<file path="src/rtl/lc3b_types.sv">
// Shared types for the LC-3b memory subsystem.
//   lc3b_word   : 16-bit address/data word
//   lc3b_line   : 128-bit cache line
//   arb_state_e : cache arbiter FSM states
//   grant_e     : which cache side was granted the memory port
package lc3b_types;

    typedef logic [15:0]  lc3b_word;
    typedef logic [127:0] lc3b_line;

    typedef enum logic [1:0] {
        StIdle   = 2'd0,
        StIServe = 2'd1,
        StDServe = 2'd2
    } arb_state_e;

    typedef enum logic {
        GrantI = 1'b0,
        GrantD = 1'b1
    } grant_e;

endpackage

</file>
<file path="src/rtl/cache_arbiter_if.sv">
// Bus bundle between the I-cache, D-cache, cache arbiter and physical memory.
//   I-cache side : i_pmem_read, i_pmem_address -> arbiter; i_pmem_rdata, i_pmem_resp <- arbiter
//   D-cache side : d_pmem_read, d_pmem_write, d_pmem_address, d_pmem_wdata -> arbiter;
//                  d_pmem_rdata, d_pmem_resp <- arbiter
//   Memory side  : pmem_read, pmem_write, pmem_address, pmem_wdata <- arbiter;
//                  pmem_rdata, pmem_resp -> arbiter
// Modports: slave is the arbiter's view, master is the view of the caches plus memory.
interface cache_arbiter_if;
    import lc3b_types::*;

    logic     i_pmem_read;
    lc3b_word i_pmem_address;
    lc3b_line i_pmem_rdata;
    logic     i_pmem_resp;

    logic     d_pmem_read;
    logic     d_pmem_write;
    lc3b_word d_pmem_address;
    lc3b_line d_pmem_wdata;
    lc3b_line d_pmem_rdata;
    logic     d_pmem_resp;

    logic     pmem_read;
    logic     pmem_write;
    lc3b_word pmem_address;
    lc3b_line pmem_wdata;
    lc3b_line pmem_rdata;
    logic     pmem_resp;

    modport slave (
        input  i_pmem_read, i_pmem_address,
        output i_pmem_rdata, i_pmem_resp,
        input  d_pmem_read, d_pmem_write, d_pmem_address, d_pmem_wdata,
        output d_pmem_rdata, d_pmem_resp,
        output pmem_read, pmem_write, pmem_address, pmem_wdata,
        input  pmem_rdata, pmem_resp
    );

    modport master (
        output i_pmem_read, i_pmem_address,
        input  i_pmem_rdata, i_pmem_resp,
        output d_pmem_read, d_pmem_write, d_pmem_address, d_pmem_wdata,
        input  d_pmem_rdata, d_pmem_resp,
        input  pmem_read, pmem_write, pmem_address, pmem_wdata,
        output pmem_rdata, pmem_resp
    );

endinterface

</file>
<file path="src/rtl/cache_arbiter.sv">
// Arbitrates the single physical-memory port between the I-cache and D-cache.
// Grants are made only from idle; ties alternate via a last-grant register. The D-side
// operation (read or writeback) is latched on grant and held until memory responds.
// Ports:
//   clk   : clock, rising edge
//   reset : synchronous active-high reset
//   bus   : cache_arbiter_if.slave, cache request/response and memory command signals
module cache_arbiter
    import lc3b_types::*;
(
    input  logic           clk,
    input  logic           reset,
    cache_arbiter_if.slave bus
);

    arb_state_e state_q, state_d;
    grant_e     last_grant_q, last_grant_d;
    logic       d_op_write_q, d_op_write_d;

    logic i_req;
    logic d_req;

    assign i_req = bus.i_pmem_read;
    assign d_req = bus.d_pmem_read | bus.d_pmem_write;

    always_ff @(posedge clk) begin
        if (reset) begin
            state_q      <= StIdle;
            last_grant_q <= GrantI;
            d_op_write_q <= 1'b0;
        end else begin
            state_q      <= state_d;
            last_grant_q <= last_grant_d;
            d_op_write_q <= d_op_write_d;
        end
    end

    always_comb begin
        state_d      = state_q;
        last_grant_d = last_grant_q;
        d_op_write_d = d_op_write_q;

        bus.pmem_read    = 1'b0;
        bus.pmem_write   = 1'b0;
        bus.pmem_address = '0;
        bus.pmem_wdata   = '0;
        bus.i_pmem_resp  = 1'b0;
        bus.d_pmem_resp  = 1'b0;
        bus.i_pmem_rdata = bus.pmem_rdata;
        bus.d_pmem_rdata = bus.pmem_rdata;

        case (state_q)
            StIdle: begin
                // A stray pmem_resp here is ignored: no response outputs are driven in idle.
                if (i_req || d_req) begin
                    // On a tie, serve the side that was not granted last time.
                    if (d_req && (!i_req || last_grant_q == GrantI)) begin
                        state_d      = StDServe;
                        last_grant_d = GrantD;
                        // Read and write together means writeback.
                        d_op_write_d = bus.d_pmem_write;
                    end else begin
                        state_d      = StIServe;
                        last_grant_d = GrantI;
                    end
                end
            end

            StIServe: begin
                bus.pmem_read    = 1'b1;
                bus.pmem_address = bus.i_pmem_address;
                bus.i_pmem_resp  = bus.pmem_resp;
                if (bus.pmem_resp) begin
                    state_d = StIdle;
                end
            end

            StDServe: begin
                // Command comes from the latched op, so a dropped request cannot change it.
                bus.pmem_read    = ~d_op_write_q;
                bus.pmem_write   = d_op_write_q;
                bus.pmem_address = bus.d_pmem_address;
                bus.pmem_wdata   = bus.d_pmem_wdata;
                bus.d_pmem_resp  = bus.pmem_resp;
                if (bus.pmem_resp) begin
                    state_d = StIdle;
                end
            end

            default: begin
                state_d = StIdle;
            end
        endcase
    end

endmodule

</file>
<file path="src/flat_wrapper.sv">
// flat-port wrapper written by rule: the top's interface ports become plain ports
module cache_arbiter_flat import lc3b_types::*;
  (clk, reset, bus_i_pmem_read, bus_i_pmem_address, bus_i_pmem_rdata, bus_i_pmem_resp, bus_d_pmem_read, bus_d_pmem_write, bus_d_pmem_address, bus_d_pmem_wdata, bus_d_pmem_rdata, bus_d_pmem_resp, bus_pmem_read, bus_pmem_write, bus_pmem_address, bus_pmem_wdata, bus_pmem_rdata, bus_pmem_resp);
  cache_arbiter_if bus_i ();
  input  logic clk;
  input  logic reset;
  input wire logic [$bits(bus_i.i_pmem_read)-1:0] bus_i_pmem_read;
  input wire logic [$bits(bus_i.i_pmem_address)-1:0] bus_i_pmem_address;
  output wire logic [$bits(bus_i.i_pmem_rdata)-1:0] bus_i_pmem_rdata;
  output wire logic [$bits(bus_i.i_pmem_resp)-1:0] bus_i_pmem_resp;
  input wire logic [$bits(bus_i.d_pmem_read)-1:0] bus_d_pmem_read;
  input wire logic [$bits(bus_i.d_pmem_write)-1:0] bus_d_pmem_write;
  input wire logic [$bits(bus_i.d_pmem_address)-1:0] bus_d_pmem_address;
  input wire logic [$bits(bus_i.d_pmem_wdata)-1:0] bus_d_pmem_wdata;
  output wire logic [$bits(bus_i.d_pmem_rdata)-1:0] bus_d_pmem_rdata;
  output wire logic [$bits(bus_i.d_pmem_resp)-1:0] bus_d_pmem_resp;
  output wire logic [$bits(bus_i.pmem_read)-1:0] bus_pmem_read;
  output wire logic [$bits(bus_i.pmem_write)-1:0] bus_pmem_write;
  output wire logic [$bits(bus_i.pmem_address)-1:0] bus_pmem_address;
  output wire logic [$bits(bus_i.pmem_wdata)-1:0] bus_pmem_wdata;
  input wire logic [$bits(bus_i.pmem_rdata)-1:0] bus_pmem_rdata;
  input wire logic [$bits(bus_i.pmem_resp)-1:0] bus_pmem_resp;
  assign bus_i.i_pmem_read = bus_i_pmem_read;
  assign bus_i.i_pmem_address = bus_i_pmem_address;
  assign bus_i_pmem_rdata = bus_i.i_pmem_rdata;
  assign bus_i_pmem_resp = bus_i.i_pmem_resp;
  assign bus_i.d_pmem_read = bus_d_pmem_read;
  assign bus_i.d_pmem_write = bus_d_pmem_write;
  assign bus_i.d_pmem_address = bus_d_pmem_address;
  assign bus_i.d_pmem_wdata = bus_d_pmem_wdata;
  assign bus_d_pmem_rdata = bus_i.d_pmem_rdata;
  assign bus_d_pmem_resp = bus_i.d_pmem_resp;
  assign bus_pmem_read = bus_i.pmem_read;
  assign bus_pmem_write = bus_i.pmem_write;
  assign bus_pmem_address = bus_i.pmem_address;
  assign bus_pmem_wdata = bus_i.pmem_wdata;
  assign bus_i.pmem_rdata = bus_pmem_rdata;
  assign bus_i.pmem_resp = bus_pmem_resp;
  cache_arbiter u_core (.clk(clk), .reset(reset), .bus(bus_i));
endmodule
</file>
<file path="config.mk">
export PLATFORM = sky130hd
export DESIGN_NAME = cache_arbiter_flat
export DESIGN_NICKNAME = d
export VERILOG_FILES = /design/src/rtl/lc3b_types.sv /design/src/rtl/cache_arbiter_if.sv /design/src/rtl/cache_arbiter.sv /design/src/flat_wrapper.sv
export SDC_FILE = /design/constraint.sdc
export NUM_CORES = 1
export LEC_CHECK = 0
export CORE_AREA = 2 2 272 274
export CTS_BUF_LIST = sky130_fd_sc_hd__clkbuf_16
export DETAILED_ROUTE_END_ITERATION = 10
export DIE_AREA = 0 0 274 276
export HOLD_SLACK_MARGIN = 0.05
export PLACE_DENSITY_LB_ADDON = 0.2
export RECOVER_POWER = 25
export SYNTH_ARGS = -nofsm -noshare
export SYNTH_HDL_FRONTEND = slang
export SYNTH_SLANG_ARGS = --single-unit
</file>
<file path="constraint.sdc">
create_clock -name clk -period 1.75 [get_ports clk]
set_clock_uncertainty 0.05 [all_clocks]
set_input_delay 0.35 -clock clk [delete_from_list [all_inputs] [get_ports clk]]
set_output_delay 0.35 -clock clk [all_outputs]
set_load 0.01 [all_outputs]
</file>
== Yosys cells after proc, flatten, opt, wreduce, memory -nomap -nowiden ==
Cells that the tools add are included.
Word-level totals
  register bits after elaboration: 4
  bits of input ports: 294
  output and inout bits: 404
  word-level logic and storage cells: 30
Cells by class
  equal/unequal tests: 4
  multiplexer cells: 11
  bitwise logic cells: 3
  reduce and logical (&&, ||, !) cells: 9
Operators with widths (number)
  128-bit two-way mux: 1
  16-bit case mux with 2 select lines: 1
  2-bit two-way mux: 3
  1-bit two-way mux: 4
  2-bit by 1-bit inequality test with 1-bit output (second input constant): 2
  2-bit case mux with 2 select lines: 1
  2-bit AND reduction: 2
  3-bit AND reduction: 1
  2-bit by 1-bit == test with 1-bit output (second input constant): 1
  2-bit == test (second input constant): 1
  2-bit logical NOT: 1
  1-bit logical OR: 2
  1-bit inverter: 2
  1-bit case mux with 2 select lines: 1
  2-bit OR reduction: 1
  1-bit logical AND: 1
  1-bit logical NOT: 1
  1-bit bitwise OR: 1

== Logic depth before layout (Yosys ltp) ==
Gate-level depths: netlist of the first run.
  depth after elaboration: 6
  depth in mapped cells: 6
  depth with buffers taken out: 5

== Worst setup path before layout of the first run ==
Ideal clock, no wire load.
  path type: register to output
  start point: register u_core.state_q[1]
  end point: output bus_pmem_address[15]
  arrival time: 1.112 ns
  data required time: 1.350 ns
  slack: 0.238 ns
  cell stages (with the launch flop): 7
  cell sequence: dfxtp_1 -> inv_1 -> ha_1 -> buf_2 -> buf_2 -> a22oi_1 -> nor2b_1
On the way
  word-level cells in the longest chain between the ends: 2
Ends and longest elaborated chain
  start: declaration: RTL line cache_arbiter.sv:16  | arb_state_e state_q, state_d;
  start signal: assignment: RTL line cache_arbiter.sv:28  | state_q <= StIdle;
  start signal: assignment: RTL line cache_arbiter.sv:32  | state_q <= state_d;
  2-bit == test or 2-bit by 1-bit == test with 1-bit output (tied branches): RTL line cache_arbiter.sv:52  | case (state_q)
  16-bit case mux with 2 select lines (*): RTL line cache_arbiter.sv:52
  end: declaration: RTL line flat_wrapper.sv:19  | output wire logic [$bits(bus_i.pmem_address)-1:0] bus_pmem_address;
Mark *: on every way between the ends. The rest lies on a longest branch, timed or not.

== Worst setup path after layout of the first run ==
  start point: register u_core.state_q[1]
  end point: output bus_pmem_address[10]
Same word-level chain as after synthesis.

==> results of run 1 <==
==> registers in the layout, indices dropped and copies added, names as in the netlist <==
signal and flops:
u_core.last_grant_q 1, u_core.state_q 2, u_core.d_op_write_q 1
==> layer usage <==
metal,GRT usage [%],vias to the layer above
met5,0,-
met3,3.60,56
li1,-,1348
met1,3.41,1301
met4,2.10,2
met2,6.76,450
==> worst min path at each step <==
stage	from	end	slack (ps)	depth (start not counted)
finish	u_core.last_grant_q$_SDFFE_PP0P_	u_core.last_grant_q$_SDFFE_PP0P_	420	2
global route	u_core.last_grant_q$_SDFFE_PP0P_	u_core.last_grant_q$_SDFFE_PP0P_	460	2
CTS	u_core.last_grant_q$_SDFFE_PP0P_	u_core.last_grant_q$_SDFFE_PP0P_	430	2
detailed placement	u_core.last_grant_q$_SDFFE_PP0P_	u_core.last_grant_q$_SDFFE_PP0P_	420	2
global placement	u_core.last_grant_q$_SDFFE_PP0P_	u_core.last_grant_q$_SDFFE_PP0P_	420	2
floorplan	reset	u_core.d_op_write_q$_SDFFE_PP0P_	370	1
==> final cells by class <==
type                            instances  area [um^2]
Inverter                                2         7.51
Tap cell                              959         1200
Timing Repair Buffer                  356         3350
Antenna cell                            2         5.00
Clock buffer                            3         75.1
Fill cell                            8537        66400
Multi-Input combinational cell        185         1470
Sequential cell                         4         82.6
==> through the flow <==
step / setup slack, ps / hold WS [ps] / power (W) / setup TNS (ps)
after global routing: -302 / 458 / 0.00335 / -22740
after detailed placement: -486 / 422 / 0.00239 / -41820
after CTS: -274 / 426 / 0.00311 / -21940
after floorplan: 238 / 369 / 0.00148 / 0
final: -241 / 423 / 0.00311 / -13400
after global placement: -485 / 422 / 0.00243 / -47220
==> power by group <==
group          switching (W)  internal [W]  leakage (nW)
Sequential         0.0000128      0.000109        0.0338
Combinational        0.00102       0.00161          2.36
Clock              0.0000581      0.000291        0.0370
Total                0.00110       0.00201          2.43
==> logic make-up (layout without fill, tap and decap cells) <==
family	Yosys count	count (layout)
other cells	0	2
compound gates	25	25
flops	4	4
simple gates	157	157
fa+ha+maj	3	3
buf+inv	277	361
==> synthesized netlist by cell type, types with 2 or more instances <==
| cell type | n | share of area, % |
|---|---|---|
| inv_1 | 2 | 0.23 |
| or2_1 | 2 | 0.38 |
| nor2b_1 | 15 | 2.8 |
| and2_1 | 131 | 25 |
| nand2b_1 | 2 | 0.38 |
| o32ai_1 | 2 | 0.53 |
| dfxtp_1 | 4 | 2.4 |
| ha_1 | 3 | 1.1 |
| a21oi_1 | 2 | 0.30 |
| buf_2 | 19 | 2.9 |
| nor2b_2 | 2 | 0.53 |
| buf_4 | 256 | 58 |
| nand2_1 | 2 | 0.23 |
| a22oi_1 | 16 | 3.6 |
==> what timing repair did <==
item / 4_1_cts / 5_1_grt
resized for setup: 700 / 55
pin swaps: 5 / 7
endpoints found under the hold margin: 0 / 0
hold buffers: 0 / 0
buffers inserted: 15 / 7
cloned: 7 / 0
endpoints found under the setup margin: 148 / 148
==> worst max-delay path: cells and delay by family (launching register included) <==
family / cells / cell delay (ps)
AND/OR/NAND/NOR: 1 / 60
adder cells (fa/ha/maj): 1 / 190
flip-flops: 1 / 310
buffers and inverters: 5 / 630
AO/OA/AOI/OAI: 1 / 180
==> results list, run 1 <==
* Final instance area: 6190 um^2
- Die H: 276 um
- Signal arrival time at the worst endpoint: 1590 ps
* Critical path endpoint: bus_pmem_address[10]
- Delay of the slowest cell on the worst path: 310 ps
- The checks that failed: negative setup slack.
- The first global-routing pass estimated 22,800 um of wire.
* Root Buffer: clkbuf_16
* Post-route met1 wirelength: 5010 um
- Ys flop type: dfxtp_1
- Cells along the critical path: buf_6 > ha_4 > buf_4 > buf_6 > buf_16 > a22oi_2 > nor2b_2 > buf_2
- Count of boundary I/O pins: 698
- DRC viols: 0
- Starting DRC count in detailed routing: 31
- Latest clock arrival within the worst-skew pair: 220 ps
- Synthesized flop and latch total: 4
* Critical Setup Path Class: flop to output pin
- Global routing used 4.13% of the available tracks.
* Count of final hold-check violations: 0
- Routability Congestion: 0.655
- FF-to-FF setup slack: 230 ps
- The detail route stage leaves a number of antenna-violating nets equal to 0.
- The initial antenna violation count was 3.
- Post-placement cell count: 1,485
* Synth async-reset ratio: 0%
- By area, the combinational part of the netlist is dominated by buffers and inverters.
- Total overflow reported by the global router: 0
- Horiz. Die Dim: 274 um
* Utilization after layout: 8.53%
* Synthesized-area fraction occupied by ao, oa, aoi and oai cells: 5.80%
* Met2 wire length: 7500 um
* Length in cells of the worst reg-to-reg path: 7
- In the final layout, the share of cells above drive strength 1 is 49.5%.
- Worst path required time: 1350 ps
* Total wire length after detailed routing: 17,100 um
* Longest Clk Path Bufs: 2
- Via count normalized by instance count: 2.09
- Final setup violation count: 142
* Worst Max-Slew Pin Slew: 231 ps
* Worst setup margin: -241 ps
- Gate count of the mapped netlist: 466
- Of the available clock period, the critical path in the final layout requires 114%.
- Max frequency: 502 MHz
* Adder and majority gate portion of the synthesized area: 1.13%
* Number of global-route vias before repair: 3,363
* Result of the run: finished, violations left
- Finished Layout Cells: 1,511
* Detail Route met3 WL: 3720 um
- In this run the worst path has a maximum fanout of 5.
* Count of cell types in the netlist: 22
- Setup crit start: u_core.state_q[1]$_SDFFE_PP0P_
- Final Max Slew Viols: 0
- Each instance of the synthesized netlist takes up on average 7.13 um^2.
- In this run the worst hold path is classified as flop to flop.
* Number of enable flip-flop cells after synthesis: 0
* Detail-routed net length per standard cell: 11.3 um
- The detailed router used layers up to and including met5.
- The Yosys step of the flow raised 0 warnings.
* Total number of vias: 3,157
- Summing the areas of all and, or, nand and nor instances in the mapped netlist gives 29.7% of the synthesized area.
- The endpoint identified for the worst register-to-register timing path is u_core.state_q[1]$_SDFFE_PP0P_.
- Iteration count of the initial detailed-routing pass: 4
* Fraction of synthesized cell area in xor and xnor cells: 0%
- Synthesized cell area: 3320 um^2
- Of the synthesized area, sequential elements account for 2.41%.
* Power density of the placed cells: 502 nW/um^2
- Headroom to the max-slew limit came out at 84.5%.
- Setup repair after global routing could not meet its margin everywhere.
- For this configuration, the core starts out at a cell density of 4.57%.
- Commonest non-fill, non-tap cells in the layout: 165 x clkdlybuf4s50_1, 94 x buf_2, 79 x and2_1
- Final-stage net count: 849
- Counting the buffers created by CTS gives 3.
* # port buffers: 313
- Placed instance area: 5880 um^2
- The library cell used most frequently in the layout, excluding fill and tap cells, is clkdlybuf4s50_1.
- Entering global routing, the biggest net connects 24 pins.
* Die area: 75,600 um^2
* TritonCTS sink count: 4
- Summed over all cells, the static leakage comes to 2.43 nW.
- TritonCTS built the clock tree.
* Most used cell along the critical path: buf_6
- Clock-pin slew was measured on the worst setup and hold paths at 30 ps.
- Multiplexer fraction of the synthesized cell area: 0%
- STA classifies the critical path startpoint as a flop.
- Time the worst path needs with I/O delays and setup: 1990 ps
- Synth Net Count: 763
- Std-Cell Core Area: 72,600 um^2
* H-tree lvl count: 1
* Critical path capture point type: output pin
- Maximum capacitance violations: 0
- The floorplan has 99 rows.
* Worst vdd ir: 0.300 mV
* CP max stage cell: dfxtp_2
- Compared with the post-synthesis result, the final layout area differs by 86.4%.
- The worst register-to-register path begins at u_core.state_q[0]$_SDFFE_PP0P_.
- The HPWL after detailed placement is 14,100 um.
Note: power is estimated with default switching activity, not from simulation.
==> run 2, diff against run 1 <==
--- a/config.mk
+++ b/config.mk
@@ -5,6 +5,7 @@
 export SDC_FILE = /design/constraint.sdc
 export NUM_CORES = 1
 export LEC_CHECK = 0
+export CAP_MARGIN = 0
 export CORE_AREA = 2 2 272 274
 export CTS_BUF_LIST = sky130_fd_sc_hd__clkbuf_16
 export DETAILED_ROUTE_END_ITERATION = 10
==> results of run 2 <==
Final layout, timing and power as in run 1 (identical DEF).
